### src/rtl/load_unit_if.sv
`default_nettype none
// ============================================================================
// Module   : load_unit_if
// Purpose  : Bus bundle between the writeback stage and the load extractor.
// Revision : 1.0  initial release
// ============================================================================
interface load_unit_if #(
    parameter int CNT_W = 16
);
    logic [31:0]      addr_data;
    logic [1:0]       addr_rem;
    logic [31:0]      alu_result;
    logic [2:0]       info_load;
    logic [31:0]      data;
    logic             misaligned;
    logic             fault;
    logic [31:0]      fault_addr;
    logic [CNT_W-1:0] load_cnt;

    modport master (
        output addr_data, addr_rem, alu_result, info_load,
        input  data, misaligned, fault, fault_addr, load_cnt
    );

    modport slave (
        input  addr_data, addr_rem, alu_result, info_load,
        output data, misaligned, fault, fault_addr, load_cnt
    );
endinterface
`default_nettype wire

### src/rtl/load_unit.sv
`default_nettype none
// ============================================================================
// Module   : load_unit
// Purpose  : Combinational load extraction plus sticky misalignment fault
//            capture and an executed-load counter.
// Revision : 1.0  initial release
// ============================================================================
module load_unit #(
    parameter int CNT_W = 16
) (
    input  wire logic   clk,
    input  wire logic   rst,
    load_unit_if.slave  bus
);
    localparam logic [2:0] c_LD_NONE = 3'd0;
    localparam logic [2:0] c_LD_LB   = 3'd1;
    localparam logic [2:0] c_LD_LH   = 3'd2;
    localparam logic [2:0] c_LD_LW   = 3'd3;
    localparam logic [2:0] c_LD_LBU  = 3'd4;
    localparam logic [2:0] c_LD_LHU  = 3'd5;

    logic [7:0]       w_byte;
    logic [15:0]      w_half;
    logic [31:0]      w_data;
    logic             w_misaligned;
    logic             w_valid;
    logic             r_fault;
    logic [31:0]      r_fault_addr;
    logic [CNT_W-1:0] r_load_cnt;

    always_comb begin
        w_byte = 8'h00;
        w_half = 16'h0000;
        case (bus.addr_rem)
            2'd0: begin w_byte = bus.addr_data[7:0];   w_half = bus.addr_data[15:0];  end
            2'd1: begin w_byte = bus.addr_data[15:8];  w_half = bus.addr_data[23:8];  end
            2'd2: begin w_byte = bus.addr_data[23:16]; w_half = bus.addr_data[31:16]; end
            default: begin w_byte = bus.addr_data[31:24]; w_half = 16'h0000; end
        endcase
    end

    always_comb begin
        w_data       = 32'h0000_0000;
        w_misaligned = 1'b0;
        w_valid      = 1'b1;
        case (bus.info_load)
            c_LD_LB:  w_data = {{24{w_byte[7]}}, w_byte};
            c_LD_LBU: w_data = {24'h000000, w_byte};
            c_LD_LH: begin
                w_data       = {{16{w_half[15]}}, w_half};
                w_misaligned = (bus.addr_rem == 2'd3);
            end
            c_LD_LHU: begin
                w_data       = {16'h0000, w_half};
                w_misaligned = (bus.addr_rem == 2'd3);
            end
            c_LD_LW: begin
                w_data       = bus.addr_data;
                w_misaligned = (bus.addr_rem != 2'd0);
            end
            default: w_valid = 1'b0;
        endcase
    end

    // The first misaligned access wins; later faults never overwrite it.
    always_ff @(posedge clk or posedge rst) begin
        if (rst) begin
            r_fault      <= 1'b0;
            r_fault_addr <= 32'h0000_0000;
            r_load_cnt   <= '0;
        end else begin
            if (w_misaligned && !r_fault) begin
                r_fault      <= 1'b1;
                r_fault_addr <= bus.alu_result;
            end
            if (w_valid) begin
                r_load_cnt <= r_load_cnt + 1'b1;
            end
        end
    end

    assign bus.data       = w_data;
    assign bus.misaligned = w_misaligned;
    assign bus.fault      = r_fault;
    assign bus.fault_addr = r_fault_addr;
    assign bus.load_cnt   = r_load_cnt;

    logic w_unused;
    assign w_unused = ^{c_LD_NONE, bus.alu_result[1:0]};
endmodule
`default_nettype wire

### src/flat_wrapper.sv
// flat-port wrapper written by rule: the top's interface ports become plain ports
module load_unit_flat 
#(
    parameter int CNT_W = 16
)
  (clk, rst, bus_addr_data, bus_addr_rem, bus_alu_result, bus_info_load, bus_data, bus_misaligned, bus_fault, bus_fault_addr, bus_load_cnt);
  load_unit_if #(.CNT_W(CNT_W)) bus_i ();
  input  wire logic clk;
  input  wire logic rst;
  input wire logic [$bits(bus_i.addr_data)-1:0] bus_addr_data;
  input wire logic [$bits(bus_i.addr_rem)-1:0] bus_addr_rem;
  input wire logic [$bits(bus_i.alu_result)-1:0] bus_alu_result;
  input wire logic [$bits(bus_i.info_load)-1:0] bus_info_load;
  output wire logic [$bits(bus_i.data)-1:0] bus_data;
  output wire logic [$bits(bus_i.misaligned)-1:0] bus_misaligned;
  output wire logic [$bits(bus_i.fault)-1:0] bus_fault;
  output wire logic [$bits(bus_i.fault_addr)-1:0] bus_fault_addr;
  output wire logic [$bits(bus_i.load_cnt)-1:0] bus_load_cnt;
  assign bus_i.addr_data = bus_addr_data;
  assign bus_i.addr_rem = bus_addr_rem;
  assign bus_i.alu_result = bus_alu_result;
  assign bus_i.info_load = bus_info_load;
  assign bus_data = bus_i.data;
  assign bus_misaligned = bus_i.misaligned;
  assign bus_fault = bus_i.fault;
  assign bus_fault_addr = bus_i.fault_addr;
  assign bus_load_cnt = bus_i.load_cnt;
  load_unit #(.CNT_W(CNT_W)) u_core (.clk(clk), .rst(rst), .bus(bus_i));
endmodule
### config.mk
export PLATFORM = sky130hd
export DESIGN_NAME = load_unit_flat
export DESIGN_NICKNAME = d
export VERILOG_FILES = /design/src/rtl/load_unit_if.sv /design/src/rtl/load_unit.sv /design/src/flat_wrapper.sv
export SDC_FILE = /design/constraint.sdc
export NUM_CORES = 1
export LEC_CHECK = 0
export CAP_MARGIN = 20
export CORE_MARGIN = 2
export CORE_UTILIZATION = 40
export CTS_BUF_LIST = sky130_fd_sc_hd__clkbuf_8
export DETAILED_ROUTE_END_ITERATION = 7
export HOLD_SLACK_MARGIN = 0.08
export MAX_ROUTING_LAYER = met4
export PLACE_DENSITY = 0.81
export SLEW_MARGIN = 5
export SYNTH_ARGS = -nofsm -noshare
export SYNTH_HDL_FRONTEND = slang
export SYNTH_SLANG_ARGS = --single-unit
### constraint.sdc
create_clock -name clk -period 3.3 [get_ports clk]
set_input_delay 0.66 -clock clk [delete_from_list [all_inputs] [get_ports clk]]
set_output_delay 0.66 -clock clk [all_outputs]
set_load 0.02 [all_outputs]
==> results of run 1 <==
## worst paths after layout
check,startpoint,endpoint,depth (start not counted)
worst max register to register,u_core.bus.load_cnt[2]$_DFFE_PP0P_,u_core.bus.load_cnt[8]$_DFFE_PP0P_,5
worst min-delay path,u_core.bus.load_cnt[13]$_DFFE_PP0P_,u_core.bus.load_cnt[13]$_DFFE_PP0P_,1
worst max-delay path,bus_info_load[1],bus_data[30],9
min in group asynchronous,rst,u_core.bus.fault_addr[10]$_DFFE_PP0P_,2
worst min register to register,u_core.bus.load_cnt[13]$_DFFE_PP0P_,u_core.bus.load_cnt[13]$_DFFE_PP0P_,1
max in group asynchronous,rst,u_core.bus.load_cnt[8]$_DFFE_PP0P_,3
## sequential cells by signal, summed over array words and instances, names as in the netlist
name / cells
u_core.bus.fault: 1
u_core.bus.fault_addr: 32
u_core.bus.load_cnt: 16
## layer usage
layer | part of all wire [%] | vias up | GRT usage [%]
met4 | 1.8 | 0 | 7.06
met1 | 39 | 1416 | 24.4
met3 | 8.8 | 14 | 4.25
met5 | 0 | - | -
met2 | 50 | 169 | 41.4
li1 | - | 1371 | -
## power breakdown
| part | leakage [nW] | switching (mW) | internal, mW |
|---|---|---|---|
| logic | 1.60 | 0.496 | 0.572 |
| clock network | 0.0574 | 0.193 | 0.246 |
| registers | 0.622 | 0.106 | 0.755 |
| total | 2.28 | 0.795 | 1.57 |
## timing repair
item / CTS / global route
pin swaps: 4 / 4
setup buffers: 2 / 1
resized for setup: 91 / 22
endpoints found under the setup margin: 33 / 30
## cells in the mapped netlist, drive strengths merged, types with 3 or more instances
cell and instances:
dfrtp 49, mux2 35, a21o 18, nand2 13, nor2 13, xnor2 13, buf 11, o21ai 10
a21oi 8, a221o 7, a22o 7, clkbuf 7, mux2i 7, a222oi 5, inv 5, nand3 5
nor3 5, a32oi 3, and2 3, and4 3, nor2b 3, nor3b 3, xor2 3
## area by class of cell
cell class                      count  area share [%]
Sequential cell                    49            24.8
Clock buffer                        6            1.67
Inverter                            5           0.379
Multi-Input combinational cell    194            31.9
Timing Repair Buffer              197            38.0
Clock inverter                      2           0.758
Tap cell                           99            2.50
## worst register-to-register path, stage by stage, from the launching register on
cell and delay [ns]:
dfrtp_1 0.44, nand4_1 0.14, nor4b_1 0.28, buf_4 0.20, nand3_1 0.09, xnor2_1 0.14
## cell families (layout without fill, tap and decap cells)
kind of cell,Yosys count,count (layout),share of synthesized area [%]
buffers and inverters,23,210,4.52
adder cells (fa/ha/maj),2,2,0.861
XOR/XNOR,16,16,4.82
AO/OA/AOI/OAI,70,70,18.5
flip-flops,49,49,42.2
multiplexers,43,43,16.9
AND/OR/NAND/NOR,63,63,12.2
==> flow_metrics.env, run 1 <==
export IMPL_yosysSeqAreaShare_pct=42.2
export IMPL_layout_common_cells="clkdlybuf4s50_1 (116), dfrtp_1 (49), buf_4 (41)"
export IMPL_dieArea_um2=7960
export IMPL_grt_pass1_vias=2880
export IMPL_slowest_delay_ns=0.48
export IMPL_clk_latency_ns=0.29
export IMPL_gp_congestion=0.937
export IMPL_stdcell_count=552
export IMPL_tns_ns=0
export IMPL_status="finished, final reports clean"
export IMPL_grt_pass1_wl_um=13600
export IMPL_antenna_found_initial=0
export IMPL_holdBufCountCts=0
export IMPL_endpoint_kind="output pin"
export IMPL_synth_fp_nets=339
export IMPL_slew_headroom_pct=66.9
export IMPL_drt_iter0_markers=107
export IMPL_clk_pin_slew_ns=0.09
export IMPL_syn_area_um2=2910
export IMPL_gr_total_overflow=0
export IMPL_dp_cells=540
export IMPL_final_common_cell="clkdlybuf4s50_1"
export IMPL_cts_tree="yes"
export IMPL_yosysTopAreaCell="dfrtp_1"
export IMPL_drt_pre_antenna_iters=6
export IMPL_die_h_um=89.2
export IMPL_nFillCells=551
export IMPL_crit_fanout=16
export IMPL_synth_top_flop_cell="dfrtp_1"
export IMPL_core_area_um2=7140
export IMPL_drcViolationCount=0
export IMPL_grt_use_total_pct=22.6
export IMPL_fin_skew_ns=0.00685
export IMPL_cp_start_kind="input port"
export IMPL_cts_root_buf="clkbuf_8"
export IMPL_power_leakage_nw=2.28
export IMPL_ys_top_cells_by_area="dfrtp_1 (42%), mux2_2 (14%), a21o_1 (4.6%), xnor2_1 (3.9%), a221o_1 (2.4%)"
export IMPL_rows=31
export IMPL_critPathTopFamily="buffers and inverters"
export IMPL_slew_viol_final=0
export IMPL_cts_buffers=5
export IMPL_num_vias=2970
export IMPL_period_needed_ns=3.25
export IMPL_post_dp_hpwl_um=7120
export IMPL_ys_ff_latch=49
export IMPL_port_buffers=152
export IMPL_via_per_inst=5.38
export IMPL_critPathSlowestCell="clkdlybuf4s50_1"
export IMPL_cts_buffer_depth=2
export IMPL_multi_input_area_um2=1580
export IMPL_ios=153
export IMPL_setup_viol_count_final=0
export IMPL_rrSetupSlack_ns=1.91
export IMPL_num_nets_final=525
export IMPL_finalPower_mw=2.37
export IMPL_postRouteAntennaNets=0
export IMPL_worstSetupPathType="in2out"
export IMPL_synth_cell_type_count=49
export IMPL_place_area_um2=4760
export IMPL_synth_top_area_share_pct=42.2
export IMPL_synth_edf_count=0
export IMPL_ir_drop_mv=0.208
export IMPL_num_antenna_cells=0
export IMPL_critical_path_cell_chain="clkdlybuf4s50_1 -> inv_1 -> ha_4 -> nor2_1 -> a32oi_2 -> o21bai_4 -> buf_12 -> a21o_1 -> clkdlybuf4s15_2"
export IMPL_async_flop_share_pct=100
export IMPL_detail_route_wl_per_cell_um=16.7
export IMPL_hold_viol=0
export IMPL_power_density_nw_per_um2=478
export IMPL_drive_above_1_share_pct=28.9
export IMPL_cts_sinks=49
export IMPL_die_width_um=89.2
export IMPL_worst_hold_path_type="reg2reg"
export IMPL_start_util_pct=40.7
export IMPL_finalCoreUtilization_pct=69.4
export IMPL_worst_pin_slew_ns=0.496
export IMPL_grt_max_degree=50
export IMPL_syn_inst=266
export IMPL_hold_ws_ns=0.497
export IMPL_fin_ws_ns=0.0548
export IMPL_wirelength_um=9200
export IMPL_yosysWarningCount=0
export IMPL_worst_path_buf_inv=4
export IMPL_place_ws_ns=-0.395
export IMPL_max_freq_mhz=308
export IMPL_syn_avg_cell_area_um2=10.9
export IMPL_cp_arrival_ns=2.59
export IMPL_critPathRequiredTime_ns=2.64
export IMPL_final_area_um2=4950
export IMPL_htreeDepth=2
export IMPL_drv_cap=0
export IMPL_ff_latch_area_um2=1230
export IMPL_period_share_pct=98.3
export IMPL_area_growth_pct=70.4
(Power assumes the default switching activity.)
==> run 2: changes to the inputs <==
ABC_AREA = 1   (was default)
CORE_MARGIN = 3   (was 2)
HOLD_SLACK_MARGIN = 0.02   (was 0.08)
PLACE_DENSITY = 0.78   (was 0.81)
==> run 2 against run 1 <==
Against the previous run: power fell by 30%; die area grew 20%; non-clock buffer count fell by 18; clock-buffer cell count fell by 1; final cell count increased by 36%; critical endpoint is now bus_data[21].
==> flow_metrics.env, run 2 <==
export IMPL_status="finished, final reports clean"
export IMPL_final_common_cell="nand2_1"
export IMPL_critPathRequiredTime_ns=2.64
export IMPL_cts_tree="yes"
export IMPL_power_density_nw_per_um2=321
export IMPL_grt_pass1_vias=3748
export IMPL_num_vias=3850
export IMPL_ir_drop_mv=0.189
export IMPL_wirelength_um=10800
export IMPL_critical_path_cell_chain="clkdlybuf4s50_1 -> buf_4 -> inv_1 -> nand3_1 -> nand3_1 -> buf_12 -> a21boi_0 -> a21oi_1 -> dlygate4sd2_1"
export IMPL_port_buffers=152
export IMPL_largest_register_ffs=32
export IMPL_grt_pass1_wl_um=17600
export IMPL_clk_pin_slew_ns=0.08
export IMPL_antenna_found_initial=0
export IMPL_ys_top_cells_by_area="dfrtp_1 (36%), nand2_1 (19%), nand3_1 (14%), a21boi_0 (3.8%), nor2_1 (3.8%)"
export IMPL_final_area_um2=5150
export IMPL_hp_start="u_core.bus.fault_addr[9]$_DFFE_PP0P_"
export IMPL_num_nets_final=723
export IMPL_synth_common_cells="nand2_1 (174), nand3_1 (94), dfrtp_1 (49)"
export IMPL_holdBufCountCts=0
export IMPL_synth_top_area_share_pct=36.4
export IMPL_grt_use_total_pct=22.7
export IMPL_htreeDepth=2
export IMPL_power_frac_comb_pct=37.7
export IMPL_hold_end="u_core.bus.fault_addr[9]$_DFFE_PP0P_"
export IMPL_finalCoreUtilization_pct=65.0
export IMPL_r2r_end="u_core.bus.fault_addr[31]$_DFFE_PP0P_"
export IMPL_place_area_um2=5090
export IMPL_setup_viol_count_final=0
export IMPL_drt_iter0_markers=130
export IMPL_area_growth_pct=53.0
export IMPL_yosysMostFrequentCell="nand2_1"
export IMPL_worst_pin_slew_ns=0.943
export IMPL_die_h_um=97.7
export IMPL_syn_inst=491
export IMPL_drt_pre_antenna_iters=4
export IMPL_net_switching_power_uw=569
export IMPL_critPathMostFrequentCell="nand3_1"
export IMPL_hold_viol=0
export IMPL_start_util_pct=42.5
export IMPL_critPathSlowestCell="clkdlybuf4s50_1"
export IMPL_crit_fanout=17
export IMPL_gr_total_overflow=0
export IMPL_cts_buffers=5
export IMPL_worst_hold_path_type="reg2reg"
export IMPL_cp_arrival_ns=2.46
export IMPL_clk_latency_ns=0.30
export IMPL_die_width_um=97.7
export IMPL_r2r_start="u_core.bus.fault$_DFFE_PP0P_"
export IMPL_nFillCells=709
export IMPL_post_dp_hpwl_um=8260
export IMPL_worstSetupPathType="in2out"
export IMPL_worst_path_buf_inv=5
export IMPL_cts_root_buf="clkbuf_8"
export IMPL_rr_worst_depth=4
export IMPL_syn_area_um2=3370
export IMPL_drcViolationCount=0
export IMPL_yosysWarningCount=0
export IMPL_finalPower_mw=1.65
export IMPL_core_area_um2=7930
export IMPL_grt_max_degree=50
export IMPL_hold_depth=2
export IMPL_cts_sinks=49
export IMPL_async_flop_share_pct=100
export IMPL_period_share_pct=94.6
export IMPL_rsz0062_at_grt="no"
export IMPL_clkPwrFrac_pct=19.5
export IMPL_fin_skew_ns=0.00453
export IMPL_synth_fp_nets=564
export IMPL_gp_congestion=0.924
export IMPL_synth_cell_type_count=28
export IMPL_critPathLaunch="bus_addr_rem[0]"
export IMPL_power_leakage_nw=2.55
export IMPL_pwr_share_seq_pct=42.8
export IMPL_layout_common_cells="nand2_1 (174), clkdlybuf4s50_1 (120), nand3_1 (94)"
export IMPL_syn_avg_cell_area_um2=6.85
export IMPL_cp_start_kind="input port"
export IMPL_stdcell_count=753
export IMPL_yosysSeqAreaShare_pct=36.4
export IMPL_netSwitchingFraction_pct=34.4
export IMPL_max_freq_mhz=320
export IMPL_period_needed_ns=3.12
export IMPL_yosysTopAreaCell="dfrtp_1"
export IMPL_cts_setup_buffers=0
export IMPL_synth_edf_count=0
export IMPL_num_antenna_cells=0
export IMPL_critPathTopFamily="buffers and inverters"
export IMPL_rows=32
export IMPL_via_per_inst=5.11
export IMPL_dp_cells=744
export IMPL_synth_top_flop_cell="dfrtp_1"
export IMPL_ios=153
export IMPL_ys_ff_latch=49
export IMPL_endpoint_kind="output pin"
export IMPL_drive_above_1_share_pct=7.99
export IMPL_postRouteAntennaNets=0
export IMPL_p_int_mw=1.09
export IMPL_slew_viol_final=0
export IMPL_cts_buffer_depth=2
export IMPL_dieArea_um2=9550
export IMPL_slowest_delay_ns=0.39
export IMPL_detail_route_wl_per_cell_um=14.3
export IMPL_slew_headroom_pct=36.7
export IMPL_drv_cap=0
export IMPL_rrSetupSlack_ns=1.29
[run 2: layout make-up]
type / count / area [µm²] / share of cell area (%)
inverters: 31 / 116 / 2.26
multi-input cells: 384 / 1850 / 36.0
well taps: 102 / 128 / 2.48
clock inverters: 3 / 11.3 / 0.219
clock buffers: 5 / 68.8 / 1.34
repair buffers: 179 / 1750 / 33.9
flip-flops and latches: 49 / 1230 / 23.8
[run 2: kinds of logic after synthesis]
logic type	after synthesis	share of synthesized area [%]
AO/OA/AOI/OAI	50	9.26
XOR/XNOR	11	2.86
adder cells (fa/ha/maj)	2	0.743
buffers and inverters	58	8.51
flip-flops	49	36.4
multiplexers	1	0.335
AND/OR/NAND/NOR	320	41.9
[run 2: power groups by stage]
stage                     Sequential [mW]  Combinational (mW)  Clock, mW
final                               0.707               0.624      0.323
after global routing                0.714               0.678      0.358
after CTS                           0.706               0.626      0.336
after detailed placement            0.718               0.640          0
after global placement              0.715               0.633          0
after floorplan                     0.765               0.259          0
[run 2: through the flow]
stage          hold slack [ns]  setup slack [ns]  setup TNS [ns]
6_report                 0.473             0.177               0
5_1_grt                  0.488            0.0359               0
4_1_cts                  0.477             0.186               0
3_5_place_dp             0.458            -0.107           -1.18
3_3_place_gp             0.453           -0.0627          -0.313
2_1_floorplan            0.577             0.810               0
[run 2: worst max-delay path by stage]
| stage | endpoint | slack (ns) | cells past startpoint |
|---|---|---|---|
| after floorplan | bus_data[15] | 0.81 | 7 |
| after global placement | bus_data[6] | -0.06 | 8 |
| after detailed placement | bus_data[21] | -0.11 | 9 |
| after CTS | bus_misaligned | 0.19 | 8 |
| after global routing | bus_data[25] | 0.04 | 9 |
| final | bus_data[21] | 0.18 | 9 |
[run 2: worst reg2reg max path, delay by kind of cell (launching register included)]
| family | cells | cell delay, ns |
|---|---|---|
| buf+inv | 1 | 0.73 |
| simple gates | 3 | 0.88 |
| flops | 1 | 0.35 |
[run 2: what timing repair did]
action | 4_1_cts | 5_1_grt
endpoints found under the setup margin | 32 | 0
endpoints found under the hold margin | 0 | 0
gates resized for setup | 32 | 0
[run 2: routing by layer]
metal  wire [µm]  vias to the layer above  global-route usage [%]
met5           0                        -                       -
met3         701                       18                    3.07
met4         232                        0                    7.14
met1        4780                     1752                    28.6
met2        5080                      170                    38.0
li1            -                     1910                       -
